`config.mk`:
```
export PLATFORM = sky130hd
export DESIGN_NAME = arbiter_game_match_ctrl
export DESIGN_NICKNAME = d
export VERILOG_FILES = /design/src/rtl/arbiter_game_match_ctrl_pkg.sv /design/src/rtl/arbiter_game_match_ctrl_game_ms_timer.sv /design/src/rtl/arbiter_game_match_ctrl.sv
export SDC_FILE = /design/constraint.sdc
export NUM_CORES = 1
export LEC_CHECK = 0
export CELL_PAD_IN_SITES_DETAIL_PLACEMENT = 1
export CELL_PAD_IN_SITES_GLOBAL_PLACEMENT = 2
export CORE_AREA = 2 2 89 91
export DETAILED_ROUTE_END_ITERATION = 10
export DIE_AREA = 0 0 91 93
export PLACE_DENSITY_LB_ADDON = 0.1
export SYNTH_ARGS = -nofsm -noshare
export SYNTH_HDL_FRONTEND = slang
export SYNTH_SLANG_ARGS = --single-unit
```
`constraint.sdc`:
```
create_clock -name clk -period 3.1 [get_ports clk]
set_input_delay 0.465 -clock clk [delete_from_list [all_inputs] [get_ports clk]]
set_output_delay 0.465 -clock clk [all_outputs]
set_load 0.1 [all_outputs]
```
`src/rtl/arbiter_game_match_ctrl_pkg.sv`:
```
// Shared types and constants for the reaction-game match sequencer.
// State encodings, LFSR seed and the LFSR step function.
package arbiter_game_match_ctrl_pkg;

   typedef enum logic [2:0] {
      ST_IDLE      = 3'd0,
      ST_ARM       = 3'd1,
      ST_COUNTDOWN = 3'd2,
      ST_GO        = 3'd3,
      ST_ROUND_RES = 3'd4,
      ST_MATCH_END = 3'd5
   } state_t;

   localparam logic [15:0] LFSR_SEED = 16'hACE1;

   // Fibonacci form, taps 16,14,13,11 (bits 0,2,3,5 when shifting right)
   function automatic logic [15:0] lfsr_next(input logic [15:0] cur);
      return {cur[0] ^ cur[2] ^ cur[3] ^ cur[5], cur[15:1]};
   endfunction

   function automatic int max_int(input int a, input int b);
      return (a > b) ? a : b;
   endfunction

endpackage

```
`src/rtl/arbiter_game_match_ctrl_game_ms_timer.sv`:
```
// Millisecond down-counter with a clk prescaler.
// done is high exactly load_val*TICK_DIV cycles after load (one cycle for load_val=0).
module game_ms_timer #(
   parameter int TICK_DIV = 12000,
   parameter int CNT_W    = 11
) (
   input  logic             clk,
   input  logic             rst_in,
   input  logic             load,
   input  logic [CNT_W-1:0] load_val,
   output logic             done
);

   localparam int PRE_W = $clog2(TICK_DIV + 1);

   logic [PRE_W-1:0] pre_q;
   logic [CNT_W-1:0] cnt_q;
   logic             tick;

   assign tick = (pre_q == PRE_W'(TICK_DIV - 1));

   always_ff @(posedge clk) begin
      if (rst_in) begin
         pre_q <= '0;
         cnt_q <= '0;
      end else if (load) begin
         pre_q <= '0;
         cnt_q <= load_val;
      end else if (cnt_q != '0) begin
         if (tick) begin
            pre_q <= '0;
            cnt_q <= cnt_q - CNT_W'(1);
         end else begin
            pre_q <= pre_q + PRE_W'(1);
         end
      end
   end

   // terminal count seen one cycle early so the owning state lasts N*TICK_DIV cycles
   assign done = (cnt_q == '0) || ((cnt_q == CNT_W'(1)) && tick);

endmodule

```
`src/rtl/arbiter_game_match_ctrl.sv`:
```
// Match-level sequencer for the two-player reaction game: arms rounds, runs a random
// countdown, grants the first press after GO, scores fouls and declares the winner.
//
// state        | meaning
// -------------+-------------------------------------------------------------
// ST_IDLE      | waiting for start, nothing lit
// ST_ARM       | round armed, waiting for both buttons released
// ST_COUNTDOWN | random countdown running, any press is a foul
// ST_GO        | GO lit, first single press wins the round
// ST_ROUND_RES | round result shown for WIN_MS
// ST_MATCH_END | a player reached ROUNDS_TO_WIN, winner shown until start
module arbiter_game_match_ctrl #(
   parameter int TICK_DIV      = 12000,
   parameter int CD_MS         = 1000,
   parameter int RAND_BITS     = 10,
   parameter int WIN_MS        = 2000,
   parameter int ROUNDS_TO_WIN = 3,
   parameter int SCORE_W       = 3
) (
   input  logic               clk,
   input  logic               rst_in,
   input  logic               start,
   input  logic               req1,
   input  logic               req2,
   output logic               busy_out,
   output logic               go_led_out,
   output logic               gnt1_out,
   output logic               gnt2_out,
   output logic               foul1_out,
   output logic               foul2_out,
   output logic [SCORE_W-1:0] score1_out,
   output logic [SCORE_W-1:0] score2_out,
   output logic               match_done_out,
   output logic               match_winner_out
);

   import arbiter_game_match_ctrl_pkg::*;

   localparam int TW = $clog2(max_int(CD_MS + 2**RAND_BITS, WIN_MS) + 1);

   state_t             state_q, state_d;
   logic [15:0]        lfsr_q;
   logic [SCORE_W-1:0] score1_q, score2_q;
   logic               gnt1_q, gnt2_q, foul1_q, foul2_q;
   logic               tmr_load;
   logic [TW-1:0]      tmr_val;
   logic               tmr_done;
   logic               p1_full, p2_full;

   assign p1_full = (score1_q == SCORE_W'(ROUNDS_TO_WIN));
   assign p2_full = (score2_q == SCORE_W'(ROUNDS_TO_WIN));

   game_ms_timer #(
      .TICK_DIV (TICK_DIV),
      .CNT_W    (TW)
   ) u_timer (
      .clk      (clk),
      .rst_in   (rst_in),
      .load     (tmr_load),
      .load_val (tmr_val),
      .done     (tmr_done)
   );

   always_ff @(posedge clk) begin
      if (rst_in) begin
         state_q <= ST_IDLE;
      end else begin
         state_q <= state_d;
      end
   end

   always_ff @(posedge clk) begin
      if (rst_in) begin
         lfsr_q <= LFSR_SEED;
      end else begin
         lfsr_q <= lfsr_next(lfsr_q);
      end
   end

   // timer is loaded on the same edge that enters the timed state
   always_comb begin
      state_d  = state_q;
      tmr_load = 1'b0;
      tmr_val  = '0;
      case (state_q)
         ST_IDLE: begin
            if (start) state_d = ST_ARM;
         end
         ST_ARM: begin
            if (!req1 && !req2) begin
               state_d  = ST_COUNTDOWN;
               tmr_load = 1'b1;
               tmr_val  = TW'(CD_MS) + TW'(lfsr_q[RAND_BITS-1:0]);
            end
         end
         ST_COUNTDOWN: begin
            if (req1 || req2) begin
               state_d  = ST_ROUND_RES;
               tmr_load = 1'b1;
               tmr_val  = TW'(WIN_MS);
            end else if (tmr_done) begin
               state_d = ST_GO;
            end
         end
         ST_GO: begin
            if (req1 ^ req2) begin
               state_d  = ST_ROUND_RES;
               tmr_load = 1'b1;
               tmr_val  = TW'(WIN_MS);
            end
         end
         ST_ROUND_RES: begin
            if (tmr_done) state_d = (p1_full || p2_full) ? ST_MATCH_END : ST_ARM;
         end
         ST_MATCH_END: begin
            if (start) state_d = ST_ARM;
         end
         default: state_d = ST_IDLE;
      endcase
   end

   always_ff @(posedge clk) begin
      if (rst_in) begin
         score1_q <= '0;
         score2_q <= '0;
         gnt1_q   <= 1'b0;
         gnt2_q   <= 1'b0;
         foul1_q  <= 1'b0;
         foul2_q  <= 1'b0;
      end else begin
         case (state_q)
            ST_IDLE, ST_MATCH_END: begin
               if (start) begin
                  score1_q <= '0;
                  score2_q <= '0;
               end
            end
            ST_COUNTDOWN: begin
               if (req1 && req2) begin
                  foul1_q <= 1'b1;
                  foul2_q <= 1'b1;
               end else if (req1) begin
                  foul1_q <= 1'b1;
                  if (!p2_full) score2_q <= score2_q + SCORE_W'(1);
               end else if (req2) begin
                  foul2_q <= 1'b1;
                  if (!p1_full) score1_q <= score1_q + SCORE_W'(1);
               end
            end
            ST_GO: begin
               if (req1 && !req2) begin
                  gnt1_q <= 1'b1;
                  if (!p1_full) score1_q <= score1_q + SCORE_W'(1);
               end else if (req2 && !req1) begin
                  gnt2_q <= 1'b1;
                  if (!p2_full) score2_q <= score2_q + SCORE_W'(1);
               end
            end
            ST_ROUND_RES: begin
               if (tmr_done) begin
                  gnt1_q  <= 1'b0;
                  gnt2_q  <= 1'b0;
                  foul1_q <= 1'b0;
                  foul2_q <= 1'b0;
               end
            end
            default: ;
         endcase
      end
   end

   always_comb begin
      busy_out         = (state_q != ST_IDLE) && (state_q != ST_MATCH_END);
      go_led_out       = (state_q == ST_GO);
      gnt1_out         = gnt1_q;
      gnt2_out         = gnt2_q;
      foul1_out        = foul1_q;
      foul2_out        = foul2_q;
      score1_out       = score1_q;
      score2_out       = score2_q;
      match_done_out   = (state_q == ST_MATCH_END);
      match_winner_out = (state_q == ST_MATCH_END) && p2_full;
   end

endmodule
```
== After elaboration in Yosys (flattened, before gate mapping) ==
Cells that the tools add are included.

* $add $sub $neg: 5
* Reduce and logical (&&, ||, !) cells: 31
* Equal/unequal tests: 25
* Multiplexer cells: 46
* Bitwise operators: 4

{| class="wikitable"
|+ Operator list
! operator !! count
|-
| $mux 11 || 6
|-
| $mux 3 || 18
|-
| $pmux 11 s3 || 1
|-
| $pmux 3 s3 || 2
|-
| $ne 3x3->1 const B || 5
|-
| $pmux 3 s5 || 1
|-
| $add 14x1->14 const B || 1
|-
| $eq 14x14->1 const B || 1
|-
| $mux 14 || 1
|-
| $ne 2x2->1 const B || 7
|-
| $eq 3x2->1 const B || 4
|-
| $mux 1 || 12
|-
| $reduce_and 6->1 || 2
|-
| $add 10x10->11 const A || 1
|-
| $eq 11x1->1 const B || 1
|-
| $logic_not 11->1 || 1
|-
| $reduce_bool 11->1 || 1
|-
| $sub 11x1->11 const B || 1
|-
| $ne 2x1->1 const B || 4
|-
| $pmux 1 s2 || 4
|-
| $reduce_and 4->1 || 2
|-
| $reduce_bool 2->1 || 4
|-
| $logic_and 1x1->1 || 7
|-
| $add 3x1->3 const B || 2
|-
| other kinds (12) || 22
|}

* Logic and storage cells: 121
* Bits of input ports: 5
* Register bits: 54
* Output and inout bits: 14

== Longest topological paths before layout ==
Gate-level depths: netlist of the first run.

* Depth in word-level cells: 6
* Gate-level depth with buffers: 9
* Depth with buffers taken out: 7

== Cells and area by module ==
Synthesis of the first run repeated with hierarchy kept, for this count alone.

* Cell total of the unflattened synthesis: 348
* Area total of the unflattened synthesis: 3011.6 um^2

{| class="wikitable"
|+ Modules (own cells, without submodules)
! module !! cells an instance !! times used !! sequential area each (um^2) !! area an instance (um^2)
|-
| game_ms_timer || 181 || 1 || 500.5 || 1531.5
|-
| arbiter_game_match_ctrl || 167 || 1 || 580.6 || 1480.2
|}

== Worst setup path after synthesis of the first run ==
OpenSTA, ideal clock, no wires.

* Path type: register to output
* Start point: register state_q[2]
* End point: output match_done_out
* Required time: 2.635 ns
* Path buffers: 1
* Path slack: -0.132 ns
* Cell stages (with the launch flop): 4
* Data arrival time: 2.767 ns
* Cells stage by stage: dfxtp_1 -> clkbuf_1 -> inv_1 -> nor3_1

* Cells in the longest elaborated chain, start to end: 1

{| class="wikitable"
|+ RTL lines
! item !! RTL line !! text
|-
| from (decl) || arbiter_game_match_ctrl.sv:41 || <nowiki>state_t state_q, state_d;</nowiki>
|-
| from (signal assigned) || arbiter_game_match_ctrl.sv:68 || <nowiki>state_q <= state_d;</nowiki>
|-
| $eq 3x3->1 || arbiter_game_match_ctrl.sv:181 || <nowiki>match_done_out = (state_q == ST_MATCH_END);</nowiki>
|-
| to (decl) || arbiter_game_match_ctrl.sv:33 || <nowiki>output logic match_done_out,</nowiki>
|}

Every way passes these cells.

== Worst setup path after layout of the first run ==
* Start point: input req2
* End point: register u_timer.cnt_q[9]

* Cells in the longest elaborated chain, start to end: 6
* Elaborated cells on any way between the ends: 16
* Those cells by class: mux (9); bitwise (1); reduce/logical (6)

{| class="wikitable"
|+ RTL lines
! item !! RTL line !! text
|-
| from (decl) || arbiter_game_match_ctrl.sv:24 || <nowiki>input logic req2,</nowiki>
|-
| $logic_not 1->1 || arbiter_game_match_ctrl.sv:90 || <nowiki>if (!req1 && !req2) begin</nowiki>
|-
| $logic_and 1x1->1 || arbiter_game_match_ctrl.sv:90 ||
|-
| $mux 1 || arbiter_game_match_ctrl.sv:90 ||
|-
| $pmux 1 s3 || arbiter_game_match_ctrl.sv:85 || <nowiki>case (state_q)</nowiki>
|-
| $reduce_bool 2->1 (no line) || n/a ||
|-
| $reduce_and 2->1 (no line) || n/a ||
|-
| to (signal assigned) || arbiter_game_match_ctrl_game_ms_timer.sv:28 || <nowiki>cnt_q <= load_val;</nowiki>
|-
| to (signal assigned) || arbiter_game_match_ctrl_game_ms_timer.sv:32 || <nowiki>cnt_q <= cnt_q - CNT_W'(1);</nowiki>
|-
| to (decl) || arbiter_game_match_ctrl_game_ms_timer.sv:17 || <nowiki>logic [CNT_W-1:0] cnt_q;</nowiki>
|}

Several ways; a longest one is shown, not always the timed one.
A chain may end at the register's enable or synchronous reset.

==> run_results.csv, run 1 <==
group,metric,value,unit
outcome,status,"completed",
grt,antenna_found_initial,0,
timing,setup_viol,0,
grt,grt_pass1_wl,12.3,mm
timing,hold_ws,420,ps
power,cellLeakagePower,1.24,nW
clocking,post_cts_buffers,0,
yosys,async_reset_ff_frac,0,
timing,fmax,388,MHz
routing,avgViaCountPerCell,5.38,
grt,grt_pass1_vias,2469,
routing,drt-initial-drc-count,68,
timing,finalCritPeriodShare,0.831,
clocking,numCtsBuffers,5,
critical_path,worst-path-max-fanout,8,
clocking,ctsHoldBuffers,0,
critical_path,r2r-end,"state_q[0]",
critical_path,start_kind,"primary input",
routing,wl_met1,3.63,mm
routing,highest_layer,"met4",
critical_path,endpoint_kind,"register",
yosys,synth_edf_count,0,
critical_path,crit_start,"req2",
power,p_per_area,479,mW/mm2
clocking,clock_latency,300,ps
timing,relSlewSlack,0.648,
timing,setup_slack,523,ps
finish,multi_input_area,0.00166,mm2
finish,seq_area,0.00108,mm2
grt,grt.total_usage,0.179,
critical_path,path_class,"in2reg",
yosys,ys_ff_latch,54,
floorplan,io_pins,19,
critical_path,cp_data_required_time,3300,ps
timing,fin_skew,9.16,ps
routing,dr_wl_met2,3.24,mm
yosys,avgSynthCellArea,8.53,um2
routing,first_pass_iters,4,
clocking,cts_tree,"built",
power,ir_drop,0.248,mV
floorplan,die_y,93,um
clocking,cts-root-buf,"clkbuf_8",
grt,grt_max_degree,27,
routing,wire_per_inst,15.5,um
finish,drive_above_1_share,0.133,
routing,ant_nets,0,
finish,antenna_cells,0,
yosys,syn-num-nets,352,
clocking,clockBufferDepth,2,
floorplan,dieWidth,91,um
finish,final_design_area_no_fill,0.00324,mm2
timing,hold_viol_final,0,
yosys,ys_warn_count,0,
timing,worst_pin_slew,526,ps
finish,post-route-util,0.431,
finish,syn_to_final_growth,13.7,%
clocking,clkSinkCount,54,
place,place_worst_setup_slack,220,ps
clocking,clk_pin_slew_worst_paths,90,ps
yosys,synthCells,334,
clocking,cts-htree-levels,2,
routing,vias,2449,
critical_path,regToRegSetupSlack,620,ps
floorplan,core,0.00753,mm2
grt,grt.overflow.total,0,
critical_path,critPathCapture,"u_timer.cnt_q[9]",
place,io_buffers,18,
clocking,cts_resized,0,
place,place_area,0.00313,mm2
routing,wl_met3,153,um
critical_path,r2r_start,"u_timer.cnt_q[1]",
routing,drc,0,
timing,rsz0062_at_grt,"no",
timing,finalSetupTns,0,ps
floorplan,row_count,32,
place,dp_hpwl,5.19,mm
run,drv_cap,0,
timing,slew_viol_final,0,
finish,fillCellCount,954,
timing,min_period,2580,ps
critical_path,r2r.worst_path.cells,8,
routing,routed_wirelength,7.06,mm
floorplan,start_util,0.379,
yosys,synth_ff_type,"dfxtp_1",
critical_path,cp.arrival,2770,ps
floorplan,die_area,0.00846,mm2
yosys,netlist_area,0.00285,mm2
yosys,synth_cell_type_count,52,
hold_path,hold_class,"reg2reg",
place,place_congestion,0.730,
finish,design.final.nets,370,
yosys,synth-seq-area-share,0.379,
[how the worst min path moves through the flow]
stage	startpoint	to	slack (ps)	cells after the start
6_report	lfsr_q[12]	lfsr_q[11]	420	1
5_1_grt	lfsr_q[12]	lfsr_q[11]	450	1
4_1_cts	lfsr_q[12]	lfsr_q[11]	430	1
3_5_place_dp	lfsr_q[11]	lfsr_q[10]	400	1
3_3_place_gp	lfsr_q[14]	lfsr_q[13]	400	1
2_1_floorplan	lfsr_q[11]	lfsr_q[10]	390	1
[worst max-delay path, stage by stage]
cell and delay [ps]:
clkdlybuf4s50_1 540, inv_1 110, ha_1 300, and3b_1 180, or4_1 670, o31a_1 230
o21ai_0 180, o31ai_1 90
[per-layer routing]
metal  global-route usage  vias up
met4               0.0379        0
met5                    0        -
met1                0.251     1186
li1                     -     1229
met2                0.293       30
met3               0.0298        4
[cells by family (layout without fill, tap and decap cells)]
kind of cell    count (synthesis)  after routing  share of synthesized area
flops                          54             54                      0.379
compound gates                 57             57                      0.132
mux                             7              7                     0.0246
simple gates                  153            153                      0.301
fa+ha+maj                      13             13                     0.0571
buf+inv                        28             47                     0.0386
xor+xnor                       22             22                     0.0676
[registers in the layout, summed over array words and instances, names as in the netlist]
name and count:
foul2_out 1, score1_out 3, score2_out 3, u_timer.pre_q 14, foul1_out 1, u_timer.cnt_q 11, state_q 3, lfsr_q 16
gnt2_out 1, gnt1_out 1
[final cells by class]
class / instances / area share
multi-input cells: 252 / 0.514
repair buffers: 28 / 0.0680
clock inverters: 1 / 0.00927
well taps: 102 / 0.0394
clock buffers: 7 / 0.0236
inverters: 11 / 0.0127
flip-flops and latches: 54 / 0.334
[cells in the mapped netlist, types with 5 or more instances]
| cell | n | share of area |
|---|---|---|
| a21oi_1 | 20 | 0.035 |
| a31oi_1 | 5 | 0.011 |
| clkbuf_1 | 13 | 0.017 |
| dfxtp_1 | 54 | 0.38 |
| ha_1 | 13 | 0.057 |
| inv_1 | 11 | 0.014 |
| mux2i_1 | 7 | 0.025 |
| nand2_1 | 13 | 0.017 |
| nand2b_1 | 7 | 0.015 |
| nand3_1 | 7 | 0.012 |
| nand4_1 | 13 | 0.029 |
| nor2_1 | 43 | 0.057 |
| nor2b_1 | 13 | 0.029 |
| nor3_1 | 15 | 0.026 |
| o21ai_0 | 7 | 0.012 |
| or2_2 | 9 | 0.020 |
| xnor2_1 | 7 | 0.022 |
| xor2_1 | 15 | 0.046 |
[through the flow]
step,instances,total power [mW]
3_5_place_dp,447,1.10
4_1_cts,455,1.57
2_1_floorplan,334,1.02
6_report,455,1.55
5_1_grt,455,1.64
3_3_place_gp,447,1.10
[cell usage in the layout (no fill, tap or decap), types with 3 or more instances in the layout]
| cell | n |
|---|---|
| a211oi_1 | 3 |
| a21oi_1 | 20 |
| a221oi_1 | 3 |
| a22oi_1 | 4 |
| a31oi_1 | 5 |
| and3_1 | 4 |
| and4_1 | 4 |
| buf_4 | 24 |
| clkbuf_8 | 5 |
| clkdlybuf4s50_1 | 4 |
| dfxtp_1 | 54 |
| ha_1 | 13 |
| inv_1 | 11 |
| mux2i_1 | 7 |
| nand2_1 | 13 |
| nand2b_1 | 7 |
| nand3_1 | 7 |
| nand4_1 | 13 |
| nor2_1 | 43 |
| nor2b_1 | 13 |
| nor3_1 | 14 |
| nor4_1 | 3 |
| o21ai_0 | 7 |
| or2_2 | 9 |
| or4_1 | 4 |
| xnor2_1 | 7 |
| xor2_1 | 15 |
[where the power goes]
part / switching, mW / internal, mW
logic: 0.191 / 0.123
registers: 0.0430 / 0.729
clock network: 0.225 / 0.242
(Power assumes the default switching activity.)
==> run 2, diff against run 1 <==
--- a/config.mk
+++ b/config.mk
@@ -7,9 +7,9 @@
 export LEC_CHECK = 0
 export CELL_PAD_IN_SITES_DETAIL_PLACEMENT = 1
 export CELL_PAD_IN_SITES_GLOBAL_PLACEMENT = 2
-export CORE_AREA = 2 2 89 91
+export CORE_AREA = 2 2 98 100
 export DETAILED_ROUTE_END_ITERATION = 10
-export DIE_AREA = 0 0 91 93
+export DIE_AREA = 0 0 100 102
 export PLACE_DENSITY_LB_ADDON = 0.1
 export SYNTH_ARGS = -nofsm -noshare
 export SYNTH_HDL_FRONTEND = slang
==> constraint.sdc (replaced) <==
create_clock -name clk -period 2.1 [get_ports clk]
set_input_delay 0.315 -clock clk [delete_from_list [all_inputs] [get_ports clk]]
set_output_delay 0.315 -clock clk [all_outputs]
set_load 0.1 [all_outputs]
==> run_results.csv, run 2 (synthesis gave the netlist of run 1 again) <==
group,metric,value,unit
outcome,status,"completed",
place,dp_hpwl,5.88,mm
clocking,post_cts_buffers,0,
critical_path,cp_data_required_time,2340,ps
critical_path,endpoint_kind,"register",
place,dp.cells,485,
grt,grt.overflow.total,0,
routing,drt-initial-drc-count,26,
floorplan,die_y,102,um
place,io_buffers,18,
place,place_congestion,0.806,
timing,worst_pin_slew,427,ps
clocking,clockBufferDepth,2,
finish,regMostFlops,"lfsr_q",
timing,slew_viol_final,0,
routing,avgViaCountPerCell,5.09,
finish,drive_above_1_share,0.251,
clocking,cts-htree-levels,2,
finish,finalNonFillerCells,493,
routing,routed_wirelength,7.64,mm
clocking,numCtsBuffers,5,
routing,vias,2507,
finish,final_common_cell,"dfxtp_1",
routing,first_pass_iters,4,
finish,post-route-util,0.396,
power,p_per_area,652,mW/mm2
routing,drc,0,
routing,wl_met1,3.92,mm
timing,min_period,1970,ps
clocking,cts-root-buf,"clkbuf_8",
power,power.total,2.35,mW
grt,grt_max_degree,24,
critical_path,regToRegSetupSlack,130,ps
finish,syn_to_final_growth,26.4,%
floorplan,dieWidth,100,um
routing,dr_wl_met2,3.55,mm
floorplan,die_area,0.0102,mm2
critical_path,worst-path-max-fanout,4,
timing,fin_skew,7.46,ps
finish,design.final.nets,399,
critical_path,slowest_stage,"or4_1",
critical_path,crit_chain,"buf_4 -> or4_1 -> nor4_1 -> nand4_1 -> xor2_1 -> a221oi_2",
routing,highest_layer,"met4",
timing,hold_viol_final,0,
timing,finalCritPeriodShare,0.940,
grt,grt_pass1_wl,13.1,mm
place,place_area,0.00342,mm2
timing,setup_viol,0,
floorplan,io_pins,19,
critical_path,start_kind,"register",
timing,relSlewSlack,0.713,
clocking,clkSinkCount,54,
routing,wire_per_inst,15.5,um
routing,ant_nets,0,
routing,wl_met3,134,um
timing,fmax,507,MHz
timing,hold_ws,422,ps
power,cellLeakagePower,1.42,nW
finish,final_design_area_no_fill,0.00360,mm2
clocking,cts_tree,"built",
floorplan,row_count,35,
clocking,clock_latency,310,ps
finish,largestRegisters,"lfsr_q x16, u_timer.pre_q x14, u_timer.cnt_q x11",
floorplan,start_util,0.313,
hold_path,hold_class,"reg2reg",
grt,grt.total_usage,0.160,
finish,antenna_cells,0,
floorplan,core,0.00911,mm2
clocking,clk_pin_slew_worst_paths,110,ps
finish,largest_register_ffs,16,
timing,rsz0062_at_grt,"yes",
grt,grt_pass1_vias,2559,
run,drv_cap,0,
critical_path,path_class,"reg2reg",
finish,final_cell_mix,"dfxtp_1 (51), buf_4 (48), nor2_1 (42)",
critical_path,cp.arrival,2210,ps
grt,antenna_found_initial,0,
power,ir_drop,0.262,mV
critical_path,max_stage_delay,630,ps
run 2: cell types whose count changed in the layout (fill, tap and decap cells not counted), moves of 3 or more:
cell / delta
dfxtp_1: -3
dfxtp_2: +3
buf_4: +24
buf_12: +4
run 2: final cells by class:
| type | instances | area, um2 |
|---|---|---|
| multi-input combinational | 252 | 1740 |
| inverter | 11 | 41.3 |
| fill | 1079 | 5510 |
| sequential | 54 | 1080 |
| timing repair buffer | 57 | 497 |
| tap | 111 | 139 |
| clock inverter | 3 | 28.8 |
| clock buffer | 5 | 68.8 |
run 2: metrics by stage:
| stage | TNS (ps) | worst slack (ps) |
|---|---|---|
| 2_1_floorplan | -138 | -138 |
| 3_3_place_gp | -11780 | -455 |
| 3_5_place_dp | -11750 | -473 |
| 4_1_cts | -16.1 | -11.7 |
| 5_1_grt | -1.62 | -1.62 |
| 6_report | 0 | 126 |
run 2: metal layers:
metal	track usage	vias up
li1	-	1289
met1	0.224	1201
met2	0.267	15
met3	0.0253	2
met4	0.0285	0
met5	0	-
run 2: path summary, 6_finish.rpt:
path / endpoint / depth (start not counted) / from
setup / recovery: u_timer.cnt_q[7] / 6 / u_timer.cnt_q[0]
hold / removal: lfsr_q[10] / 1 / lfsr_q[11]
setup reg to reg: u_timer.cnt_q[7] / 6 / u_timer.cnt_q[0]
hold reg to reg: lfsr_q[10] / 1 / lfsr_q[11]
run 2: power breakdown:
group	leakage, nW	internal (mW)	switching, mW
combinational	0.931	0.261	0.326
sequential	0.443	1.08	0.0478
clock	0.0502	0.248	0.387
total	1.42	1.59	0.760
run 2: critical path, delay by kind of cell, from the launching register on:
kind                      cells  cell delay, ps
AOI/OAI and AO/OA             1             260
xor gates and xnor gates      1             180
buffers and inverters         1             140
DFF                           1             330
and+or+nand+nor               3            1000
run 2: timing repair:
action	CTS	global route
hold buffers	0	0
endpoints found under the setup margin	27	22
gates resized for setup	9	13
pin swaps	2	5
==> run 3, diff against run 2 <==
--- a/config.mk
+++ b/config.mk
@@ -10,6 +10,7 @@
 export CORE_AREA = 2 2 98 100
 export DETAILED_ROUTE_END_ITERATION = 10
 export DIE_AREA = 0 0 100 102
+export GPL_TIMING_DRIVEN = 0
 export PLACE_DENSITY_LB_ADDON = 0.1
 export SYNTH_ARGS = -nofsm -noshare
 export SYNTH_HDL_FRONTEND = slang
==> run_results.csv, run 3 (synthesis gave the netlist of run 1 again) <==
group,metric,value,unit
timing,relSlewSlack,0.362,
timing,setup_viol,1,
finish,largest_register_ffs,16,
critical_path,regToRegSetupSlack,-10,ps
hold_path,hold_depth,1,
finish,drive_above_1_share,0.193,
routing,vias,2508,
routing,first_pass_iters,4,
grt,grt_max_degree,20,
critical_path,start_kind,"register",
timing,finalSetupTns,-12.6,ps
grt,grt.overflow.total,0,
timing,hold_viol_final,0,
clocking,cts_tree,"built",
finish,antenna_cells,0,
finish,largestRegisters,"lfsr_q x16, u_timer.pre_q x14, u_timer.cnt_q x11",
power,power.total,2.37,mW
critical_path,max_stage_delay,410,ps
finish,final_cell_mix,"dfxtp_1 (49), nor2_1 (42), a21oi_1 (20)",
finish,seq_area,0.00109,mm2
routing,ant_nets,0,
finish,final_common_cell,"dfxtp_1",
critical_path,cp.arrival,2350,ps
power,ir_drop,0.268,mV
clocking,clkSinkCount,54,
hold_path,min_from,"lfsr_q[11]",
finish,post-route-util,0.378,
timing,worst_pin_slew,960,ps
floorplan,io_pins,19,
floorplan,start_util,0.313,
routing,wire_per_inst,16.4,um
floorplan,row_count,35,
clocking,clock_latency,310,ps
place,dp_hpwl,5.66,mm
critical_path,crit_chain,"inv_2 -> ha_4 -> or3b_4 -> nor3b_4 -> buf_4 -> nor3_2 -> a221o_1 -> a221oi_2",
critical_path,crit_family,"simple AND/OR/NAND/NOR gates",
finish,fillCellCount,1081,
critical_path,r2r-end,"state_q[0]",
floorplan,die_y,102,um
timing,setup_slack,-12.6,ps
routing,drt-initial-drc-count,78,
critical_path,r2r_start,"u_timer.cnt_q[0]",
clocking,clockBufferDepth,2,
outcome,violations,"negative setup slack",
place,io_buffers,18,
timing,fmax,473,MHz
hold_path,hold_class,"reg2reg",
hold_path,holdPathEnd,"lfsr_q[10]",
power,p_per_area,688,mW/mm2
critical_path,endpoint_kind,"register",
clocking,cts-root-buf,"clkbuf_8",
critical_path,cp_num_buf_inv,2,
grt,grt_pass1_wl,13.0,mm
power,cellLeakagePower,1.35,nW
routing,drc,0,
timing,slew_viol_final,0,
finish,design.final.nets,384,
place,place_congestion,0.769,
routing,routed_wirelength,7.82,mm
floorplan,core,0.00911,mm2
grt,grt.total_usage,0.163,
critical_path,r2r.worst_path.cells,8,
floorplan,die_area,0.0102,mm2
timing,fin_skew,6.81,ps
grt,antenna_found_initial,0,
critical_path,worst-path-max-fanout,4,
routing,avgViaCountPerCell,5.25,
timing,min_period,2110,ps
clocking,cts-htree-levels,2,
critical_path,slowest_stage,"or3b_4",
critical_path,cp_data_required_time,2340,ps
finish,multi_input_area,0.00174,mm2
finish,regMostFlops,"lfsr_q",
timing,finalCritPeriodShare,1.01,
timing,rsz0062_at_grt,"yes",
critical_path,path_class,"reg2reg",
finish,syn_to_final_growth,20.8,%
floorplan,dieWidth,100,um
clocking,clk_pin_slew_worst_paths,110,ps
run,drv_cap,0,
clocking,numCtsBuffers,5,
grt,grt_pass1_vias,2432,
outcome,status,"finished with violations",
==> run 3: cell count changes in the layout (fill, tap and decap cells not counted), sizes merged <==
| cell | previous run | this run |
|---|---|---|
| clkdlybuf4s15 | 0 | 2 |
| buf | 53 | 19 |
| dlymetal6s2s | 2 | 0 |
| clkinv | 2 | 1 |
| clkbuf | 5 | 14 |
| inv | 12 | 13 |
| dlygate4sd2 | 0 | 10 |
==> run 3: worst max path at each step <==
stage                     cells past startpoint                end  slack (ps)              from
after global placement                       10  u_timer.pre_q[13]       -1060              req1
after floorplan                               3     match_done_out        -140        state_q[2]
after CTS                                     8         state_q[0]           3  u_timer.cnt_q[1]
after detailed placement                     10   u_timer.pre_q[8]       -1050              req1
final                                         8         state_q[0]         -10  u_timer.cnt_q[0]
after global routing                          8   u_timer.cnt_q[1]        -100              req1
==> run 3: metal layers <==
layer	vias to the layer above	track usage	part of all wire	wire length [um]
li1	1253	-	-	-
met1	1219	0.241	0.53	4120
met2	32	0.253	0.44	3440
met3	4	0.0205	0.025	192
met4	0	0.0379	0.0086	67
met5	-	0	0	0
==> run 3: area by class of cell <==
| class | count | share of cell area |
|---|---|---|
| inverters | 11 | 0.0127 |
| multi-input cells | 252 | 0.505 |
| clock inverters | 3 | 0.00836 |
| flip-flops and latches | 54 | 0.317 |
| repair buffers | 30 | 0.0763 |
| clock buffers | 5 | 0.0200 |
| well taps | 111 | 0.0403 |
| plain buffers | 12 | 0.0211 |
==> run 3: worst register-to-register path: stages (launching register included) <==
cell      delay (ps)
dfxtp_4          370
inv_2             60
ha_4             130
or3b_4           410
nor3b_4          300
buf_4            170
nor3_2            40
a221o_1          350
a221oi_2         210
==> run 3: metrics by stage <==
step	instance area [um2]	hold WS [ps]	setup WS (ps)	std cells
4_1_cts	3380	434	3.05	476
6_report	3440	431	-12.6	478
5_1_grt	3440	455	-104	478
2_1_floorplan	2860	389	-138	334
3_3_place_gp	3180	394	-1060	463
3_5_place_dp	3180	403	-1050	463
==> run 3: what timing repair did <==
| action | CTS | global route |
|---|---|---|
| hold buffers | 0 | 0 |
| resized for setup | 62 | 15 |
| setup endpoints to repair | 48 | 34 |
| setup buffers | 9 | 3 |
| pin swaps | 5 | 4 |
==> run 3: power breakdown <==
part           total, mW  switching [mW]  internal [mW]
sequential          1.13          0.0510           1.08
combinational      0.591           0.332          0.259
clock              0.648           0.397          0.251
total               2.37           0.780           1.59
